**config.mk**
```make
export PLATFORM = sky130hd
export DESIGN_NAME = hist_bin_dispatcher
export DESIGN_NICKNAME = d
export VERILOG_FILES = /design/src/rtl/hist_dispatch_pkg.sv /design/src/rtl/hist_evt_fifo.sv /design/src/rtl/hist_bin_dispatcher.sv
export SDC_FILE = /design/constraint.sdc
export NUM_CORES = 1
export LEC_CHECK = 0
export ABC_AREA = 1
export CORE_MARGIN = 2
export CORE_UTILIZATION = 53
export CTS_BUF_LIST = sky130_fd_sc_hd__clkbuf_4
export DETAILED_ROUTE_END_ITERATION = 16
export HOLD_SLACK_MARGIN = 0.12
export PLACE_DENSITY_LB_ADDON = 0.2
export SYNTH_ARGS = -nofsm -noshare
export SYNTH_HDL_FRONTEND = slang
export SYNTH_SLANG_ARGS = --single-unit
```
**constraint.sdc**
```tcl
create_clock -name clk -period 2.6 [get_ports clk]
set_input_delay 0.26 -clock clk [delete_from_list [all_inputs] [get_ports clk]]
set_output_delay 0.26 -clock clk [all_outputs]
set_load 0.02 [all_outputs]
```
**src/rtl/hist_dispatch_pkg.sv**
```systemverilog
// =============================================================================
// hist_dispatch_pkg: shared types for the histogram bin dispatcher. Rev 1.0
// =============================================================================
`default_nettype none

package hist_dispatch_pkg;

    typedef enum logic [2:0] {
        EVT_ZERO       = 3'd0,
        EVT_POS        = 3'd1,
        EVT_NEG        = 3'd2,
        EVT_DROP_RANGE = 3'd3,
        EVT_DROP_PAIR  = 3'd4
    } evt_class_t;

    typedef enum logic [0:0] {
        IDLE = 1'b0,
        REQ  = 1'b1
    } fsm_t;

    localparam int SYNC_STAGES = 3;

    // Only events that land in a histogram bin are queued for the RAM.
    function automatic logic is_bin_event(input evt_class_t c);
        return (c == EVT_ZERO) || (c == EVT_POS) || (c == EVT_NEG);
    endfunction

endpackage

`default_nettype wire

```
**src/rtl/hist_evt_fifo.sv**
```systemverilog
// =============================================================================
// hist_evt_fifo: synchronous FIFO of bin addresses; drops push when full. Rev 1.0
// =============================================================================
`default_nettype none

module hist_evt_fifo #(
    parameter int WIDTH = 8,
    parameter int DEPTH = 4
) (
    input  logic                     clk,
    input  logic                     rst,
    input  logic                     push,
    input  logic                     pop,
    input  logic [WIDTH-1:0]         din,
    output logic [WIDTH-1:0]         dout,
    output logic [$clog2(DEPTH):0]   count,
    output logic                     full,
    output logic                     empty
);

    localparam int PTR_W = $clog2(DEPTH);

    logic [WIDTH-1:0] mem [DEPTH];
    logic [PTR_W-1:0] r_wr_ptr;
    logic [PTR_W-1:0] r_rd_ptr;
    logic [PTR_W:0]   r_count;
    logic             w_do_push;
    logic             w_do_pop;

    assign full      = (r_count == (PTR_W + 1)'(DEPTH));
    assign empty     = (r_count == '0);
    assign count     = r_count;
    assign dout      = mem[r_rd_ptr];
    assign w_do_push = push && !full;
    assign w_do_pop  = pop && !empty;

    always_ff @(posedge clk) begin
        if (w_do_push) begin
            mem[r_wr_ptr] <= din;
        end
    end

    always_ff @(posedge clk) begin
        if (rst) begin
            r_wr_ptr <= '0;
            r_rd_ptr <= '0;
            r_count  <= '0;
        end else begin
            if (w_do_push) begin
                r_wr_ptr <= r_wr_ptr + PTR_W'(1);
            end
            if (w_do_pop) begin
                r_rd_ptr <= r_rd_ptr + PTR_W'(1);
            end
            case ({w_do_push, w_do_pop})
                2'b10:   r_count <= r_count + (PTR_W + 1)'(1);
                2'b01:   r_count <= r_count - (PTR_W + 1)'(1);
                default: r_count <= r_count;
            endcase
        end
    end

endmodule

`default_nettype wire

```
**src/rtl/hist_bin_dispatcher.sv**
```systemverilog
// =============================================================================
// hist_bin_dispatcher: maps start/stop events to signed-lag bins and issues
// req/ack increments. Define HIST_DISPATCH_STATS_EN for drop counters. Rev 1.0
// =============================================================================
`default_nettype none

module hist_bin_dispatcher
    import hist_dispatch_pkg::*;
#(
    parameter int CH_W       = 2,
    parameter int INT_W      = 7,
    parameter int ADDR_W     = 8,
    parameter int BASE       = 128,
    parameter int MAX_LAG    = 127,
    parameter int FIFO_DEPTH = 4,
    parameter int CNT_W      = 16
) (
    input  logic              clk,
    input  logic              rst,
    input  logic              data_arrived,
    input  logic [CH_W-1:0]   start_ch,
    input  logic [CH_W-1:0]   end_ch,
    input  logic [INT_W-1:0]  interval,
    input  logic [CH_W-1:0]   cfg_ch_a,
    input  logic [CH_W-1:0]   cfg_ch_b,
    output logic [ADDR_W-1:0] mem_addr,
    output logic              mem_inc_req,
    input  logic              mem_inc_ack,
    output logic              fifo_full,
    output logic              evt_accepted,
    output logic [CNT_W-1:0]  drop_overflow_cnt,
    output logic [CNT_W-1:0]  drop_range_cnt,
    output logic [CNT_W-1:0]  drop_pair_cnt
);

    localparam int ARITH_W = ((ADDR_W + 1) > INT_W) ? (ADDR_W + 1) : (INT_W + 1);
    localparam int FCNT_W  = $clog2(FIFO_DEPTH) + 1;

    if ((BASE < MAX_LAG) || ((BASE + MAX_LAG) >= (1 << ADDR_W))) begin : g_lag_window_check
        $error("hist_bin_dispatcher: lag window [BASE-MAX_LAG, BASE+MAX_LAG] does not fit ADDR_W");
    end
    if ((FIFO_DEPTH < 2) || ((1 << $clog2(FIFO_DEPTH)) != FIFO_DEPTH)) begin : g_depth_check
        $error("hist_bin_dispatcher: FIFO_DEPTH must be a power of two >= 2");
    end

    logic [SYNC_STAGES-1:0] r_sync;
    logic                   w_rising;

    always_ff @(posedge clk) begin
        if (rst) begin
            r_sync <= '0;
        end else begin
            r_sync <= {r_sync[SYNC_STAGES-2:0], data_arrived};
        end
    end

    assign w_rising = (r_sync[2:1] == 2'b01);

    logic              r_cap_valid;
    logic [CH_W-1:0]   r_cap_start;
    logic [CH_W-1:0]   r_cap_end;
    logic [INT_W-1:0]  r_cap_int;

    always_ff @(posedge clk) begin
        if (rst) begin
            r_cap_valid <= 1'b0;
            r_cap_start <= '0;
            r_cap_end   <= '0;
            r_cap_int   <= '0;
        end else begin
            r_cap_valid <= w_rising;
            if (w_rising) begin
                r_cap_start <= start_ch;
                r_cap_end   <= end_ch;
                r_cap_int   <= interval;
            end
        end
    end

    logic               w_pair_ab;
    logic               w_pair_ba;
    logic [ARITH_W-1:0] w_int_ext;
    logic [ARITH_W-1:0] w_sum;
    evt_class_t         w_cls;

    // A==B makes every pair ambiguous, so it is treated as an invalid pair.
    assign w_pair_ab = (cfg_ch_a != cfg_ch_b) && (r_cap_start == cfg_ch_a) && (r_cap_end == cfg_ch_b);
    assign w_pair_ba = (cfg_ch_a != cfg_ch_b) && (r_cap_start == cfg_ch_b) && (r_cap_end == cfg_ch_a);
    assign w_int_ext = ARITH_W'(r_cap_int);

    always_comb begin
        w_cls = EVT_DROP_PAIR;
        w_sum = ARITH_W'(BASE);
        if (w_pair_ab || w_pair_ba) begin
            if (w_int_ext > ARITH_W'(MAX_LAG)) begin
                w_cls = EVT_DROP_RANGE;
            end else if (w_int_ext == '0) begin
                w_cls = EVT_ZERO;
            end else if (w_pair_ab) begin
                w_cls = EVT_POS;
                w_sum = ARITH_W'(BASE) + w_int_ext;
            end else begin
                w_cls = EVT_NEG;
                w_sum = ARITH_W'(BASE) - w_int_ext;
            end
        end
        // Any carry/borrow out of the address field means the bin is outside the window.
        if (((w_cls == EVT_POS) || (w_cls == EVT_NEG)) && (w_sum[ARITH_W-1:ADDR_W] != '0)) begin
            w_cls = EVT_DROP_RANGE;
        end
    end

    logic              r_cls_valid;
    evt_class_t        r_cls;
    logic [ADDR_W-1:0] r_cls_addr;

    always_ff @(posedge clk) begin
        if (rst) begin
            r_cls_valid <= 1'b0;
            r_cls       <= EVT_DROP_PAIR;
            r_cls_addr  <= '0;
        end else begin
            r_cls_valid <= r_cap_valid;
            r_cls       <= w_cls;
            r_cls_addr  <= w_sum[ADDR_W-1:0];
        end
    end

    logic              w_push;
    logic              w_pop;
    logic [ADDR_W-1:0] w_fifo_dout;
    logic [FCNT_W-1:0] w_fifo_count;
    logic              w_fifo_full;
    logic              w_fifo_empty;
    logic              r_evt_acc;

    assign w_push = r_cls_valid && is_bin_event(r_cls);

    hist_evt_fifo #(
        .WIDTH (ADDR_W),
        .DEPTH (FIFO_DEPTH)
    ) u_fifo (
        .clk   (clk),
        .rst   (rst),
        .push  (w_push),
        .pop   (w_pop),
        .din   (r_cls_addr),
        .dout  (w_fifo_dout),
        .count (w_fifo_count),
        .full  (w_fifo_full),
        .empty (w_fifo_empty)
    );

    assign fifo_full = (w_fifo_count == FCNT_W'(FIFO_DEPTH));

    always_ff @(posedge clk) begin
        if (rst) begin
            r_evt_acc <= 1'b0;
        end else begin
            r_evt_acc <= w_push && !w_fifo_full;
        end
    end

    assign evt_accepted = r_evt_acc;

    fsm_t              r_state;
    fsm_t              w_next_state;
    logic [ADDR_W-1:0] r_mem_addr;

    always_ff @(posedge clk) begin
        if (rst) begin
            r_state <= IDLE;
        end else begin
            r_state <= w_next_state;
        end
    end

    // Leaving REQ always passes through IDLE, which guarantees a gap between requests.
    always_comb begin
        w_next_state = r_state;
        w_pop        = 1'b0;
        case (r_state)
            IDLE: begin
                if (!w_fifo_empty) begin
                    w_pop        = 1'b1;
                    w_next_state = REQ;
                end
            end
            REQ: begin
                if (mem_inc_ack) begin
                    w_next_state = IDLE;
                end
            end
            default: w_next_state = IDLE;
        endcase
    end

    always_ff @(posedge clk) begin
        if (rst) begin
            r_mem_addr <= '0;
        end else if (w_pop) begin
            r_mem_addr <= w_fifo_dout;
        end
    end

    assign mem_addr    = r_mem_addr;
    assign mem_inc_req = (r_state == REQ);

`ifdef HIST_DISPATCH_STATS_EN
    logic [CNT_W-1:0] r_drop_ovf;
    logic [CNT_W-1:0] r_drop_rng;
    logic [CNT_W-1:0] r_drop_pair;

    always_ff @(posedge clk) begin
        if (rst) begin
            r_drop_ovf  <= '0;
            r_drop_rng  <= '0;
            r_drop_pair <= '0;
        end else begin
            if (w_push && w_fifo_full && (r_drop_ovf != '1)) begin
                r_drop_ovf <= r_drop_ovf + CNT_W'(1);
            end
            if (r_cls_valid && (r_cls == EVT_DROP_RANGE) && (r_drop_rng != '1)) begin
                r_drop_rng <= r_drop_rng + CNT_W'(1);
            end
            if (r_cls_valid && (r_cls == EVT_DROP_PAIR) && (r_drop_pair != '1)) begin
                r_drop_pair <= r_drop_pair + CNT_W'(1);
            end
        end
    end

    assign drop_overflow_cnt = r_drop_ovf;
    assign drop_range_cnt    = r_drop_rng;
    assign drop_pair_cnt     = r_drop_pair;
`else
    assign drop_overflow_cnt = '0;
    assign drop_range_cnt    = '0;
    assign drop_pair_cnt     = '0;
`endif

endmodule

`default_nettype wire

```
==> summary.md <==
| Metric | Value |
|---|---|
| Via count | `2547` |
| MaxCap Viol Count | `0` |
| PwrDens | `689.9 mW/mm²` |
| Synth warn | `0` |
| Worst setup EP type | `flip-flop` |
| Min Clock Period, post-route | `2255 ps` |
| Max frequency | `roughly 0.44 GHz` |
| Synth top area share | `0.2659` |
| Worst slack, placed | `between 300 and 400 ps` |
| Max VDD drop | `232.4 µV` |
| Min-delay worst type | `input pin to flip-flop` |
| PnR worst setup slack | `345.3 ps` |
| Routed WL per cell | `roughly 11 µm` |
| Setup Skew | `13.55 ps` |
| Flops & latches, synth | `76` |
| First-pass GRT wire length | `10250 µm` |
| Post-DP HPWL | `4283 µm` |
| Total track usage | `0.1796` |
| Worst r2r path cells | `11` |
| Share of cells above drive strength 1 | `0.08909` |
| H-tree depth | `3` |
| Die height | `86.57 µm` |
| Vias in the first global route | `2299` |
| Initial antenna violation count | `0` |
| Synthesized area | `0.003613 mm²` |
| Register area share after synthesis | `0.5097` |
| Area Growth Syn to Fin | `8.830%` |
| Fin crit share | `0.8672` |
| Status | `finished clean` |
| Cell area after layout | `approximately 0.004 mm²` |
| Combinational power share | `0.269` |
| Inst Count DP | `approximately 510` |
| Synthesized netlist cell count | `410` |
| # setup viols final | `0` |
| Max Slew Vio Count | `0` |
| Netlist cell types | `29` |
| # hold bufs at CTS | `0` |
| Sum Neg Setup Slack | `0 ps` |
| Reg clk slew, reported paths | `120 ps` |
| Internal power | `1.776 mW` |
| Avg Cell Area, Syn | `between 8 and 9 µm²` |
| R2r setup slk | `350 ps` |
| Core Region | `0.006681 mm²` |
| Sequential group share of total power | `0.500` |
| Top Ports | `slightly below 80` |
| Slew margin rel. | `0.5087` |
| Worst Path Max Fanout | `12` |
| Data required, critical path | `2930 ps` |
| GP Congestion | `approximately 0.80` |
| Worst-margin pin slew | `736.2 ps` |
| Largest net degree at the start of global routing | `26` |
| NumNets Final | `around 470` |
| Final Hold Viols | `0` |
| CTS Buffer Depth | `2` |
| Hold endpoint | `r_sync[0]$_SDFF_PP0_` |
| Post-CTS Setup Repair Bufs | `0` |
| Switching pwr | `~0.94 mW` |
| First-pass iteration count of the detailed router | `4` |
| Initial DRC count | `between 100 and 150` |
| WHS Path Cells | `3` |
| CTS tree | `yes` |
| Sw frac | `0.3453` |
| Initial Util | `0.5408` |
| Leak Pwr | `approximately 1.6 nW` |
| Cell accounting for the most synthesized area | `edfxtp_1` |
| Clock tree sinks | `76` |
| Crit path launch type | `flip-flop` |
| Resize count post-CTS | `0` |
| Crit path arrival time | `2590 ps` |
| CP Class | `flip-flop to flip-flop` |
| Final ANT Viol Nets | `0` |
| Clock share of power | `0.231` |
| Placed cell area | `0.003817 mm²` |
| Finished Layout Cells | `529` |
| Die width | `a little under 90 µm` |
| Clk_lat worst skew | `430 ps` |
| Grt ovf | `0` |
| Final total power | `between 2 and 3 mW` |
| ANT cells | `0` |
| Hold Startpoint | `data_arrived` |
| Root buf cell | `clkbuf_4` |
| Vias per inst | `4.815` |
| R2r endpoint | `u_fifo.count[2]$_SDFFE_PP0P_` |
| Row count | `30` |
| RSZ-0062 raised after global routing | `no` |
| Synth area leaders | `edfxtp_1 27%, dfxtp_1 24%, buf_4 10%, nor2_1 7.4%, o21ai_0 5.5%` |
| Residual DRC | `0` |
| Routed WL | `6033 µm` |
| Port Buffers | `29` |
| Area of the die | `approximately 0.0075 mm²` |
| Num CTS Buffers | `9` |
| Reg2reg start | `u_fifo.count[1]$_SDFFE_PP0P_` |
[state kept, by name, summed over array words and instances, names as in the netlist]
register / flops
u_fifo.mem: 32
r_cap_start: 2
r_cls_addr: 8
u_fifo.r_rd_ptr: 2
r_cap_int: 7
r_cap_end: 2
r_sync: 3
r_cap_valid: 1
u_fifo.r_wr_ptr: 2
evt_accepted: 1
mem_inc_req: 1
mem_addr: 8
r_cls: 3
r_cls_valid: 1
u_fifo.count: 3
[synthesized netlist by cell type]
| cell | instances |
|---|---|
| clkbuf_1 | 6 |
| edfxtp_1 | 32 |
| nand2_4 | 1 |
| o21ai_1 | 1 |
| o22ai_1 | 8 |
| fa_1 | 1 |
| nand2_2 | 7 |
| dfxtp_1 | 44 |
| clkinv_1 | 6 |
| nand3_1 | 10 |
| nand4_1 | 10 |
| ha_1 | 7 |
| and3_1 | 1 |
| a21oi_1 | 19 |
| nor2_8 | 2 |
| buf_2 | 5 |
| a211oi_1 | 1 |
| xor2_1 | 2 |
| nand2_1 | 40 |
| conb_1 | 1 |
| nand3_4 | 2 |
| and2_1 | 1 |
| buf_4 | 48 |
| nor2_2 | 1 |
| xnor2_1 | 3 |
| inv_2 | 6 |
| o21ai_0 | 40 |
| nor2_1 | 71 |
| inv_1 | 34 |
[logic make-up after synthesis]
logic type / after synthesis / synth area share
adders and majority gates: 8 / 0.02978
xor gates and xnor gates: 5 / 0.01212
other: 1 / 0.001038
AOI/OAI and AO/OA: 69 / 0.09903
and+or+nand+nor: 146 / 0.1877
buffers and inverters: 105 / 0.1607
DFF: 76 / 0.5097
[layer usage]
layer	vias to the layer above	GRT usage	wire length, µm
li1	1309	-	-
met1	1159	0.2072	2684
met2	66	0.3000	2936
met3	13	0.05429	262
met4	0	0.09517	150
met5	-	0	0
[power groups by stage]
stage	Clock [mW]	Combinational, mW	Sequential [mW]
2_1_floorplan	0	0.554	1.41
3_3_place_gp	0	0.712	1.38
3_5_place_dp	0	0.728	1.38
4_1_cts	0.642	0.730	1.36
5_1_grt	0.690	0.831	1.37
6_report	0.626	0.729	1.36
[layout make-up]
cell class | instances | area (µm²)
Fill cell | 589 | 2749
Multi-Input combinational cell | 276 | 1368
Tap cell | 80 | 100.1
Inverter | 46 | 172.7
Clock inverter | 6 | 40.04
Clock buffer | 10 | 75.07
Timing Repair Buffer | 35 | 335.3
Sequential cell | 76 | 1842
[worst max-delay path by stage]
stage	from	endpoint	slack [ps]	cells after the start
global route	u_fifo.count[1]$_SDFFE_PP0P_	u_fifo.count[2]$_SDFFE_PP0P_	140	11
floorplan	u_fifo.count[0]$_SDFFE_PP0P_	u_fifo.count[2]$_SDFFE_PP0P_	750	10
detailed placement	u_fifo.count[1]$_SDFFE_PP0P_	u_fifo.count[2]$_SDFFE_PP0P_	370	11
finish	u_fifo.count[1]$_SDFFE_PP0P_	u_fifo.count[2]$_SDFFE_PP0P_	350	11
CTS	u_fifo.count[1]$_SDFFE_PP0P_	u_fifo.count[2]$_SDFFE_PP0P_	340	11
global placement	u_fifo.count[1]$_SDFFE_PP0P_	u_fifo.count[2]$_SDFFE_PP0P_	440	11
[worst max-delay path, cell delays in order (launching register included)]
cell and delay [ps]:
dfxtp_1 350, inv_1 80, nand3_1 90, nand2_1 220, inv_1 300, ha_1 200
inv_1 70, fa_1 380, a21oi_1 140, o21ai_0 110, o21ai_0 160, a21oi_1 50
[through the flow]
step / utilization / hold WS [ps]
global placement: 0.5713 / 389.7
finish: 0.5886 / 321.5
global route: 0.5886 / 336.7
CTS: 0.5886 / 305.8
detailed placement: 0.5713 / 395.8
floorplan: - / 329.1
[placed cells by master, fill, tap and decap left out, types with 2 or more instances in the layout]
cell             instances
a21oi_1                 19
buf_4                    6
clkbuf_4                10
clkdlybuf4s50_1         29
clkinv_1                 7
clkinvlp_4               3
conb_1                  48
dfxtp_1                 44
edfxtp_1                32
ha_1                     7
inv_1                   34
inv_2                    6
nand2_1                 40
nand2_2                  7
nand3_1                 10
nand3_4                  2
nand4_1                 10
nor2_1                  71
nor2_8                   2
o21ai_0                 40
o22ai_1                  8
xnor2_1                  3
xor2_1                   2
Power figures use the tool's default switching activity.
